==> src/rtl/display7s_mux.sv <==
// Scans four BCD digits onto a multiplexed 7-segment display and blinks the colon. Outputs are registered.
// Latency: one clock from state to pins. Backpressure: none; the inputs are sampled once per frame.
module display7s_mux #(
    parameter int DIV            = 50000,
    parameter int GUARD          = 2,
    parameter int BLINK_FRAMES   = 125,
    parameter int SEG_ACTIVE_LOW = 1,
    parameter int AN_ACTIVE_LOW  = 1,
    parameter int BLANK_LZ       = 0
) (
    input  logic       clk,
    input  logic       rst,
    input  logic [3:0] us,
    input  logic [3:0] ds,
    input  logic [3:0] um,
    input  logic [3:0] dm,
    output logic [6:0] seg,
    output logic       dp,
    output logic [3:0] an
);

    localparam int CW = $clog2(DIV);
    localparam int FW = (BLINK_FRAMES > 1) ? $clog2(BLINK_FRAMES) : 1;

    localparam logic [CW-1:0] CNT_LAST   = CW'(DIV - 1);
    localparam logic [CW-1:0] GUARD_END  = CW'(GUARD);
    localparam logic [FW-1:0] FRAME_LAST = FW'(BLINK_FRAMES - 1);

    localparam logic [6:0] SEG_OFF = (SEG_ACTIVE_LOW != 0) ? 7'h7F : 7'h00;
    localparam logic       DP_OFF  = (SEG_ACTIVE_LOW != 0);
    localparam logic [3:0] AN_OFF  = (AN_ACTIVE_LOW != 0) ? 4'hF : 4'h0;

    function automatic logic [6:0] bcd_to_seg(input logic [3:0] bcd);
        logic [6:0] s;
        case (bcd)
            4'd0:    s = 7'h3F;
            4'd1:    s = 7'h06;
            4'd2:    s = 7'h5B;
            4'd3:    s = 7'h4F;
            4'd4:    s = 7'h66;
            4'd5:    s = 7'h6D;
            4'd6:    s = 7'h7D;
            4'd7:    s = 7'h07;
            4'd8:    s = 7'h7F;
            4'd9:    s = 7'h6F;
            default: s = 7'h40;
        endcase
        return s;
    endfunction

    logic [CW-1:0] cnt_q, cnt_d;
    logic [1:0]    idx_q, idx_d;
    logic [3:0]    us_q, us_d, ds_q, ds_d, um_q, um_d, dm_q, dm_d;
    logic [FW-1:0] frame_q, frame_d;
    logic          phase_q, phase_d;
    logic [6:0]    seg_q, seg_d;
    logic          dp_q, dp_d;
    logic [3:0]    an_q, an_d;

    logic       tick;
    logic       wrap;
    logic       blank;
    logic [3:0] digit;
    logic [6:0] seg_raw;
    logic [3:0] an_raw;
    logic       dp_raw;

    always_comb begin
        tick    = (cnt_q == CNT_LAST);
        wrap    = tick && (idx_q == 2'd3);
        cnt_d   = tick ? '0 : cnt_q + CW'(1);
        idx_d   = tick ? idx_q + 2'd1 : idx_q;

        // The whole digit set is captured at the frame boundary so a frame never mixes old and new digits.
        us_d    = wrap ? us : us_q;
        ds_d    = wrap ? ds : ds_q;
        um_d    = wrap ? um : um_q;
        dm_d    = wrap ? dm : dm_q;

        frame_d = frame_q;
        phase_d = phase_q;
        if (wrap) begin
            if (frame_q == FRAME_LAST) begin
                frame_d = '0;
                phase_d = ~phase_q;
            end else begin
                frame_d = frame_q + FW'(1);
            end
        end

        case (idx_d)
            2'd0:    digit = us_d;
            2'd1:    digit = ds_d;
            2'd2:    digit = um_d;
            default: digit = dm_d;
        endcase

        blank   = (BLANK_LZ != 0) && (idx_d == 2'd3) && (dm_d == 4'd0);
        seg_raw = blank ? 7'h00 : bcd_to_seg(digit);
        // Anodes stay dark for the first GUARD cycles so the previous digit's segments cannot ghost.
        an_raw  = ((cnt_d >= GUARD_END) && !blank) ? (4'b0001 << idx_d) : 4'b0000;
        dp_raw  = (idx_d == 2'd2) && phase_d;

        seg_d   = (SEG_ACTIVE_LOW != 0) ? ~seg_raw : seg_raw;
        dp_d    = (SEG_ACTIVE_LOW != 0) ? ~dp_raw  : dp_raw;
        an_d    = (AN_ACTIVE_LOW  != 0) ? ~an_raw  : an_raw;
    end

    always_ff @(posedge clk) begin
        if (rst) begin
            cnt_q   <= '0;
            idx_q   <= '0;
            us_q    <= '0;
            ds_q    <= '0;
            um_q    <= '0;
            dm_q    <= '0;
            frame_q <= '0;
            phase_q <= 1'b1;
            seg_q   <= SEG_OFF;
            dp_q    <= DP_OFF;
            an_q    <= AN_OFF;
        end else begin
            cnt_q   <= cnt_d;
            idx_q   <= idx_d;
            us_q    <= us_d;
            ds_q    <= ds_d;
            um_q    <= um_d;
            dm_q    <= dm_d;
            frame_q <= frame_d;
            phase_q <= phase_d;
            seg_q   <= seg_d;
            dp_q    <= dp_d;
            an_q    <= an_d;
        end
    end

    assign seg = seg_q;
    assign dp  = dp_q;
    assign an  = an_q;

endmodule
==> config.mk <==
export PLATFORM = sky130hd
export DESIGN_NAME = display7s_mux
export DESIGN_NICKNAME = d
export VERILOG_FILES = /design/src/rtl/display7s_mux.sv
export SDC_FILE = /design/constraint.sdc
export NUM_CORES = 1
export LEC_CHECK = 0
export CAP_MARGIN = 15
export CORE_UTILIZATION = 25
export CTS_CLUSTER_DIAMETER = 120
export DETAILED_ROUTE_END_ITERATION = 8
export GPL_TIMING_DRIVEN = 0
export PLACE_DENSITY = 0.51
export REMOVE_ABC_BUFFERS = 1
export SKIP_CTS_REPAIR_TIMING = 1
export SYNTH_ARGS = -nofsm -noshare
export SYNTH_HDL_FRONTEND = slang
export SYNTH_SLANG_ARGS = --single-unit
export TNS_END_PERCENT = 50
==> constraint.sdc <==
create_clock -name clk -period 3.95 [get_ports clk]
set_input_delay 0.9875 -clock clk [delete_from_list [all_inputs] [get_ports clk]]
set_output_delay 0.9875 -clock clk [all_outputs]
set_load 0.1 [all_outputs]
* Word-level counts from Yosys, hierarchy flattened
Memory sizes are Yosys's and may differ from the RTL's. Index checks and enable logic that the tools add are counted.
Word-level totals: flip-flop bits (word level) 54, ROM bits 112, memories kept 1, word-level logic and storage cells 40, input port bits 18
Cells by class: bitwise operators 4, shifts and indexed selects 1, muxes and demuxes 11, reduce and logical (&&, ||, !) cells 3, magnitude comparators 1, add/subtract/negate cells 3, equality and inequality tests 5
Memory list:
- (name not given) | depth 16, width 7, read ports 1, clocked after memory_dff 0, wr ports 0, RTL line 35 | case (bcd)
Operator list (count):
- 2-to-1 mux 4 bit | 5
- adder 16 x 1 -> 16 bit (second input constant) | 1
- equality test 16 bit (second input constant) | 1
- greater-or-equal comparator 16 x 2 -> 1 bit (second input constant) | 1
- 2-to-1 mux 16 bit | 1
- case mux 4 bit (3 select lines) | 1
- adder 7 x 1 -> 7 bit (second input constant) | 1
- equality test 7 bit (second input constant) | 1
- 2-to-1 mux 7 bit | 1
- inverter 7 bit | 1
- equality test 2 bit (second input constant) | 2
- inverter 4 bit | 1
- << shifter 1 x 2 -> 4 bit (first input constant) | 1
- adder 2 x 1 -> 2 bit (second input constant) | 1
- equality test 2 x 1 -> 1 bit (second input constant) | 1
- logical AND 1 bit | 2
- logical NOT 2 bit | 1
- 2-to-1 mux 1 bit | 2
- 2-to-1 mux 2 bit | 1
- inverter 1 bit | 2

* Longest topological paths before layout
Gate-level depths: netlist of run 1. An unclocked memory read counts as a cell.
depth in word-level cells 6, mapped depth 12, mapped depth without buffers 10

* Worst setup path before layout of run 1
No wires, ideal clock.
path kind register -> register, start reg cnt_q[0], end reg seg_q[0], in the netlist seg[0], cell stages (with the launch flop) 12, setup time 0.136 ns, clock period less this slack 2.697 ns, slack 1.253 ns, data required time 3.814 ns, arrival time 2.561 ns, path buffers 2, path through dfxtp_1 -> ha_1 -> and3_1 -> buf_6 -> and4_1 -> buf_6 -> mux2_1 -> a32oi_1 -> inv_1 -> ha_1 -> nor4_2 -> a211oi_1
Between the ends: longest elaborated chain between the ends 6, elaborated cells between the ends (all ways) 13
Ends and longest elaborated chain:
- start: declaration | RTL line 51 | logic [CW-1:0] cnt_q, cnt_d;
- start signal: assignment | RTL line 123 | cnt_q <= cnt_d;
- equality test 16 bit (*) | RTL line 69 | tick = (cnt_q == CNT_LAST);
- 2-to-1 mux 2 bit / logical AND 1 bit (equally long branches) | RTL line 72, 70
- equality test 2 bit, or another cell as far along | RTL line 91 | case (idx_d)
- case mux 4 bit (3 select lines) (*) | RTL line 91
- memory read (16 x 7 bit) (*)
- inverter 7 bit (*) | RTL line 104 | seg_d = (SEG_ACTIVE_LOW != 0) ? ~seg_raw : seg_raw;
- end signal: assignment | RTL line 131 | seg_q <= seg_d;
- end: declaration | RTL line 56 | logic [6:0] seg_q, seg_d;
Every way passes the cells marked *; elsewhere a longest branch is shown, timed or not. A chain may end at the register's enable or synchronous reset.

* Worst setup path in the final report of run 1
start reg idx_q[0], end reg seg_q[5], in the netlist seg[5]
Between the ends: longest elaborated chain between the ends 6, elaborated cells between the ends (all ways) 14
Ends and longest elaborated chain:
- start: declaration | RTL line 52 | logic [1:0] idx_q, idx_d;
- start signal: assignment | RTL line 124 | idx_q <= idx_d;
- adder 2 x 1 -> 2 bit / equality test 2 bit (equally long branches) | RTL line 72, 70
- 2-to-1 mux 2 bit / logical AND 1 bit (equally long branches) | RTL line 72, 70
- equality test 2 bit, or another cell as far along | RTL line 91
- case mux 4 bit (3 select lines) (*) | RTL line 91
- memory read (16 x 7 bit) (*)
- inverter 7 bit (*) | RTL line 104
Marked as above.

==> results.py, run 1 <==
metrics = {
    "detailed_routing": {
        "drt_wl_total_mm": 6.44,
        "dr.first_iter.drc_count": 75,
        "firstDrtPassIters": 6,
        "wl_per_cell_um": 12.8,
        "drc_errors": 2,
        "drtAntennaViolNets": 0,
        "via_count": 2386,
        "viasPerCell": 4.74,
    },
    "place": {
        "port-buffer-count": 29,
        "dp_hpwl_mm": 4.58,
        "gp_congestion": 0.776,
        "dp_cells": 495,
    },
    "setup_path": {
        "worst_ep_required_time_ns": 4.11,
        "cp_common_cell": "a211oi_1",
        "worstPathMaxFanout": 25,
        "worstPathArrival_ns": 3.58,
        "crit_family": "simple AND/OR/NAND/NOR gates",
        "r2r_slack_ns": 0.54,
        "critPathLaunchType": "flip-flop",
        "slowest_delay_ns": 0.63,
        "path_cells": "ha_2 > and4_1 > nand4_2 > mux2i_1 > a211oi_1 > o21a_2 > nor4b_2 > a211oi_1",
        "crit_end": "seg[5]$_SDFF_PP1_",
        "end_kind": "flip-flop",
        "path_buf_inv": 0,
        "cp_slowest_cell": "dfxtp_2",
        "r2r_end": "seg[5]$_SDFF_PP1_",
        "worst-path-stages": 8,
        "r2r_start": "idx_q[0]$_SDFF_PP0_",
        "critPathLaunch": "idx_q[0]$_SDFF_PP0_",
        "crit_type": "reg -> reg",
        "rr_worst_depth": 8,
    },
    "yosys": {
        "synth_seq_cells": 54,
        "synth_flop_cell": "dfxtp_1",
        "synth_area_mm2": 0.00303,
        "ys_types": 59,
        "async_reset_ff_frac": 0,
        "yosysSeqAreaShare": 0.357,
        "yosysWarnings": 0,
        "synth_edf_count": 0,
        "synth.avg_cell_area_um2": 8.81,
        "netlist_instances": 344,
    },
    "layout": {
        "fin_cells": 503,
        "fill_cells": 1260,
        "regArea_mm2": 0.00108,
        "layout-drive-gt1-share": 0.0889,
        "final_cell_mix": "dfxtp_1 (53), nand2_1 (46), nor2_1 (36)",
        "mostFrequentLayoutCell": "dfxtp_1",
        "antenna_cells": 0,
        "nets": 387,
        "multi_input_area_mm2": 0.00177,
        "syn_to_final_growth_pct": 17.5,
        "utilization": 0.307,
    },
    "cts": {
        "cts_htree_levels": 2,
        "cts_made_buffers": 5,
        "clock_tree.root_cell": "clkbuf_16",
        "clockBufferDepth": 2,
        "cts_tree": "yes",
        "clk_latency_ns": 0.29,
        "cts.sinks": 54,
        "path_clk_slew_ns": 0.07,
    },
    "power": {
        "peakVddDrop_mv": 0.211,
        "power.internal_uw": 888,
        "leakage_nw": 1.27,
        "seq_power_share": 0.479,
        "pwr-share-clk": 0.436,
        "combPwrFrac": 0.084,
        "pwr_density_cell_mw_per_mm2": 326,
        "p_sw_frac": 0.234,
        "p_sw_uw": 272,
    },
    "floorplanning": {
        "dieArea_mm2": 0.0126,
        "start_util": 0.261,
        "row_count": 39,
        "core_mm2": 0.0116,
        "boundaryPins": 30,
        "die_w_um": 112,
        "chipHeight_um": 112,
    },
    "grt": {
        "antenna_found_initial": 0,
        "grt.total_usage": 0.109,
        "grt_pass1_vias": 2259,
        "gr-total-overflow": 0,
        "grt_max_degree": 26,
        "grt_pass1_wl_mm": 11.0,
    },
    "run": {
        "drv_cap": 0,
    },
    "min_path": {
        "hold_class": "reg -> reg",
    },
    "sta": {
        "min_period_ns": 3.41,
        "rsz0062_at_grt": "false",
        "setup_viol": 0,
        "max_slew.worst_pin.slew_ns": 1.15,
        "final_max_slew_viol_count": 0,
        "fmax_ghz": 0.293,
        "hold_violations": 0,
        "fin_crit_sh": 0.864,
        "max_slew_margin": 0.229,
        "clock_skew_ns": 0.00400,
    },
    "outcome": {
        "violations": "design-rule violations",
        "status": "complete, but fails checks",
    },
}
==> through the flow <==
stage / power, mW / area (um2) / hold WS [ns] / worst slack [ns] / TNS (ns)
floorplan: 0.623 / 2890 / 0.426 / 0.895 / 0
global placement: 0.664 / 3360 / 0.442 / -0.0434 / -0.128
detailed placement: 0.668 / 3390 / 0.451 / -0.0549 / -0.187
CTS: 1.18 / 3560 / 0.460 / -0.0677 / -0.241
global route: 1.21 / 3560 / 0.490 / 0.182 / 0
finish: 1.16 / 3560 / 0.459 / 0.536 / 0
==> power groups by stage <==
stage	registers, mW	clock network (mW)	logic (mW)
detailed placement	0.569	0	0.0988
floorplan	0.603	0	0.0201
CTS	0.556	0.520	0.0988
finish	0.556	0.506	0.0978
global placement	0.569	0	0.0955
global route	0.558	0.545	0.104
==> layout make-up <==
class | count | share of cell area
Sequential cell | 54 | 0.304
Tap cell | 143 | 0.0502
Inverter | 12 | 0.0126
Timing Repair Buffer | 30 | 0.0892
Multi-Input combinational cell | 256 | 0.497
Clock inverter | 3 | 0.0123
Clock buffer | 5 | 0.0351
==> registers in the layout, indices dropped and copies added, names as in the netlist <==
register  count
frame_q       7
phase_q       1
an            4
dm_q          4
seg           7
dp            1
cnt_q        16
um_q          4
us_q          4
ds_q          4
idx_q         2
==> synth_stat cells (2+ instances only) <==
cell type   n  area share
dfxtp_1    54        0.36
nand2_1    46       0.057
nor2_1     36       0.045
a21oi_1    24       0.040
xor2_1     13       0.038
inv_1      12       0.015
mux2i_1    12       0.040
ha_1       10       0.041
nand4_1    10       0.021
clkbuf_1    9       0.011
xnor2_1     9       0.026
nor3_1      8       0.013
a211oi_1    6       0.015
buf_6       6       0.022
nand3_1     6      0.0099
buf_2       5      0.0083
o21ai_0     5      0.0083
or3_1       5       0.010
and4_1      4       0.012
nand2b_1    4      0.0083
and3_1      3      0.0062
mux2_2      3       0.011
nor2b_1     3      0.0062
nor4b_2     3       0.015
o211ai_1    3      0.0074
a21boi_0    2      0.0050
a2bb2oi_1   2      0.0058
a31oi_1     2      0.0041
and4bb_4    2       0.011
mux2_4      2      0.0099
mux4_2      2       0.015
nand3b_1    2      0.0050
nand4_2     2      0.0083
nor4_1      2      0.0041
nor4b_4     2       0.016
o21bai_1    2      0.0050
==> how the worst min path moves through the flow <==
stage | startpoint | end | slack [ns] | cells after the start
global placement | ds_q[1]$_SDFF_PP0_ | ds_q[1]$_SDFF_PP0_ | 0.44 | 2
finish | ds_q[1]$_SDFF_PP0_ | ds_q[1]$_SDFF_PP0_ | 0.46 | 2
detailed placement | ds_q[1]$_SDFF_PP0_ | ds_q[1]$_SDFF_PP0_ | 0.45 | 2
floorplan | ds_q[1]$_SDFF_PP0_ | ds_q[1]$_SDFF_PP0_ | 0.43 | 2
global route | ds_q[0]$_SDFF_PP0_ | ds_q[0]$_SDFF_PP0_ | 0.49 | 2
CTS | ds_q[1]$_SDFF_PP0_ | ds_q[1]$_SDFF_PP0_ | 0.46 | 2
==> layer usage <==
metal | track usage | share of wire | vias to the layer above
met5 | 0 | 0 | -
met4 | 0.0347 | 0.011 | 0
met3 | 0.0211 | 0.047 | 6
met2 | 0.176 | 0.45 | 39
met1 | 0.147 | 0.49 | 1112
li1 | - | - | 1229
==> logic make-up after synthesis <==
group           count (synthesis)  share of synthesized area
mux                            21                     0.0867
compound gates                 55                      0.114
buf+inv                        34                     0.0603
simple gates                  148                      0.278
fa+ha+maj                      10                     0.0413
flops                          54                      0.357
xor+xnor                       22                     0.0636
==> worst reg2reg max path: stages, from the launching register on <==
cell and delay, ns:
dfxtp_2 0.63, ha_2 0.50, and4_1 0.26, nand4_2 0.54, mux2i_1 0.41, a211oi_1 0.11
o21a_2 0.30, nor4b_2 0.44, a211oi_1 0.09
Note: power is estimated with default switching activity, not from simulation.
==> run 2, diff against run 1 <==
- CTS_CLUSTER_DIAMETER: 120 -> 50
==> results of run 2 <==
The final DEF is identical to that of run 1; final timing and power are the same.
==> run 3, diff against run 2 <==
- CORE_UTILIZATION: 25 -> 40
- PLACE_DENSITY: 0.51 -> 0.69
==> run 3 against run 2 <==
The run now ends clean; sequential power barely moved; worst setup slack got worse by 0.12 ns; critical path depth did not move; register-to-register slack got worse by 0.12 ns; sequential share of layout area rose by 1.2 points; hold slack improved by 0.0029 ns.
==> results.py, run 3 (synthesis gave the netlist of run 1 again) <==
metrics = {
    "outcome": {
        "status": "completed",
    },
    "power": {
        "pwr_density_cell_mw_per_mm2": 285,
        "leakage_nw": 1.24,
        "peakVddDrop_mv": 0.145,
        "finalPower_uw": 976,
    },
    "sta": {
        "fmax_ghz": 0.283,
        "rsz0062_at_grt": "false",
        "max_slew_margin": 0.294,
        "fin_hold_ws_ns": 0.461,
        "setup_tns_ns": 0,
        "max_slew.worst_pin.slew_ns": 1.06,
        "final_max_slew_viol_count": 0,
        "clock_skew_ns": 0.00672,
        "setup_viol": 0,
        "hold_violations": 0,
        "min_period_ns": 3.53,
        "fin_crit_sh": 0.894,
    },
    "layout": {
        "largest_reg_flops": 16,
        "largest-register": "cnt_q",
        "fill_cells": 734,
        "syn_to_final_growth_pct": 13.1,
        "regArea_mm2": 0.00108,
        "multi_input_area_mm2": 0.00177,
        "mostFrequentLayoutCell": "dfxtp_1",
        "layout-drive-gt1-share": 0.0833,
        "nets": 387,
        "final_cell_mix": "dfxtp_1 (53), nand2_1 (46), nor2_1 (36)",
        "antenna_cells": 0,
    },
    "cts": {
        "path_clk_slew_ns": 0.09,
        "clockBufferDepth": 2,
        "clk_latency_ns": 0.31,
        "clock_tree.root_cell": "clkbuf_8",
        "cts.sinks": 54,
        "cts_tree": "yes",
        "cts_made_buffers": 5,
        "cts_htree_levels": 2,
    },
    "grt": {
        "grt.total_usage": 0.160,
        "grt_pass1_wl_mm": 9.78,
        "grt_pass1_vias": 2159,
        "gr-total-overflow": 0,
        "grt_max_degree": 27,
        "antenna_found_initial": 0,
    },
    "run": {
        "drv_cap": 0,
    },
    "detailed_routing": {
        "wl_per_cell_um": 12.6,
        "via_count": 2366,
        "drt_wl_total_mm": 5.77,
        "viasPerCell": 5.15,
        "dr.first_iter.drc_count": 119,
        "drc_errors": 0,
        "firstDrtPassIters": 4,
        "drtAntennaViolNets": 0,
    },
    "floorplanning": {
        "start_util": 0.416,
        "boundaryPins": 30,
        "chipHeight_um": 89.1,
        "die_w_um": 89.1,
        "dieArea_mm2": 0.00793,
        "core_mm2": 0.00729,
        "row_count": 31,
    },
    "setup_path": {
        "crit_type": "reg -> reg",
        "worstPathMaxFanout": 25,
        "worstPathArrival_ns": 3.71,
        "r2r_start": "idx_q[0]$_SDFF_PP0_",
        "r2r_end": "seg[5]$_SDFF_PP1_",
        "rr_worst_depth": 8,
        "r2r_slack_ns": 0.42,
        "end_kind": "flip-flop",
        "worst_ep_required_time_ns": 4.13,
        "critPathLaunchType": "flip-flop",
    },
    "place": {
        "port-buffer-count": 29,
        "gp_congestion": 0.791,
        "dp_hpwl_mm": 4.17,
    },
    "min_path": {
        "min_delay_worst_endpoint": "ds_q[1]$_SDFF_PP0_",
        "hold_class": "reg -> reg",
        "min_from": "ds_q[1]$_SDFF_PP0_",
        "whs_path_depth": 2,
    },
}
run 3: changes by cell type in the layout (fill, tap and decap cells not counted), sizes merged:
cell    previous run  this run
bufinv             1         0
inv               13        12
clkbuf             5         7
run 3: how the worst max path moves through the flow:
| stage | endpoint | start |
|---|---|---|
| after floorplan | seg[0]$_SDFF_PP1_ | idx_q[0]$_SDFF_PP0_ |
| after global placement | seg[5]$_SDFF_PP1_ | idx_q[0]$_SDFF_PP0_ |
| after detailed placement | seg[5]$_SDFF_PP1_ | idx_q[0]$_SDFF_PP0_ |
| after CTS | seg[5]$_SDFF_PP1_ | idx_q[0]$_SDFF_PP0_ |
| after global routing | seg[5]$_SDFF_PP1_ | idx_q[0]$_SDFF_PP0_ |
| final | seg[5]$_SDFF_PP1_ | idx_q[0]$_SDFF_PP0_ |
run 3: final cells by class:
type | instances | share of cell area
well taps | 99 | 0.0361
flip-flops and latches | 54 | 0.316
multi-input cells | 256 | 0.516
inverters | 12 | 0.0131
clock inverters | 1 | 0.00146
repair buffers | 30 | 0.0927
clock buffers | 7 | 0.0252
run 3: layer usage:
| layer | up-vias | global-route usage | share of wire |
|---|---|---|---|
| met5 | - | 0 | 0 |
| met4 | 0 | 0.0491 | 0.012 |
| met3 | 6 | 0.0314 | 0.057 |
| li1 | 1229 | - | - |
| met2 | 51 | 0.262 | 0.46 |
| met1 | 1080 | 0.214 | 0.47 |
run 3: worst max-delay path, stage by stage, from the launching register on:
cell and delay, ns:
dfxtp_2 0.64, ha_1 0.65, and4_1 0.31, nand4_2 0.50, mux2i_1 0.39, a211oi_1 0.11
o21a_2 0.29, nor4b_2 0.40, a211oi_1 0.09
run 3: metrics by stage:
stage	setup slack (ns)	util	instance area (um2)	instances
2_1_floorplan	0.895	-	2890	322
3_3_place_gp	0.0920	0.454	3310	450
3_5_place_dp	0.0501	0.457	3340	451
4_1_cts	0.0238	0.470	3430	459
5_1_grt	0.0453	0.470	3430	459
6_report	0.417	0.470	3430	459
run 3: power by group:
group	total [mW]	internal [mW]	switching (mW)
combinational	0.0967	0.0361	0.0605
clock	0.323	0.142	0.181
sequential	0.556	0.551	0.00481
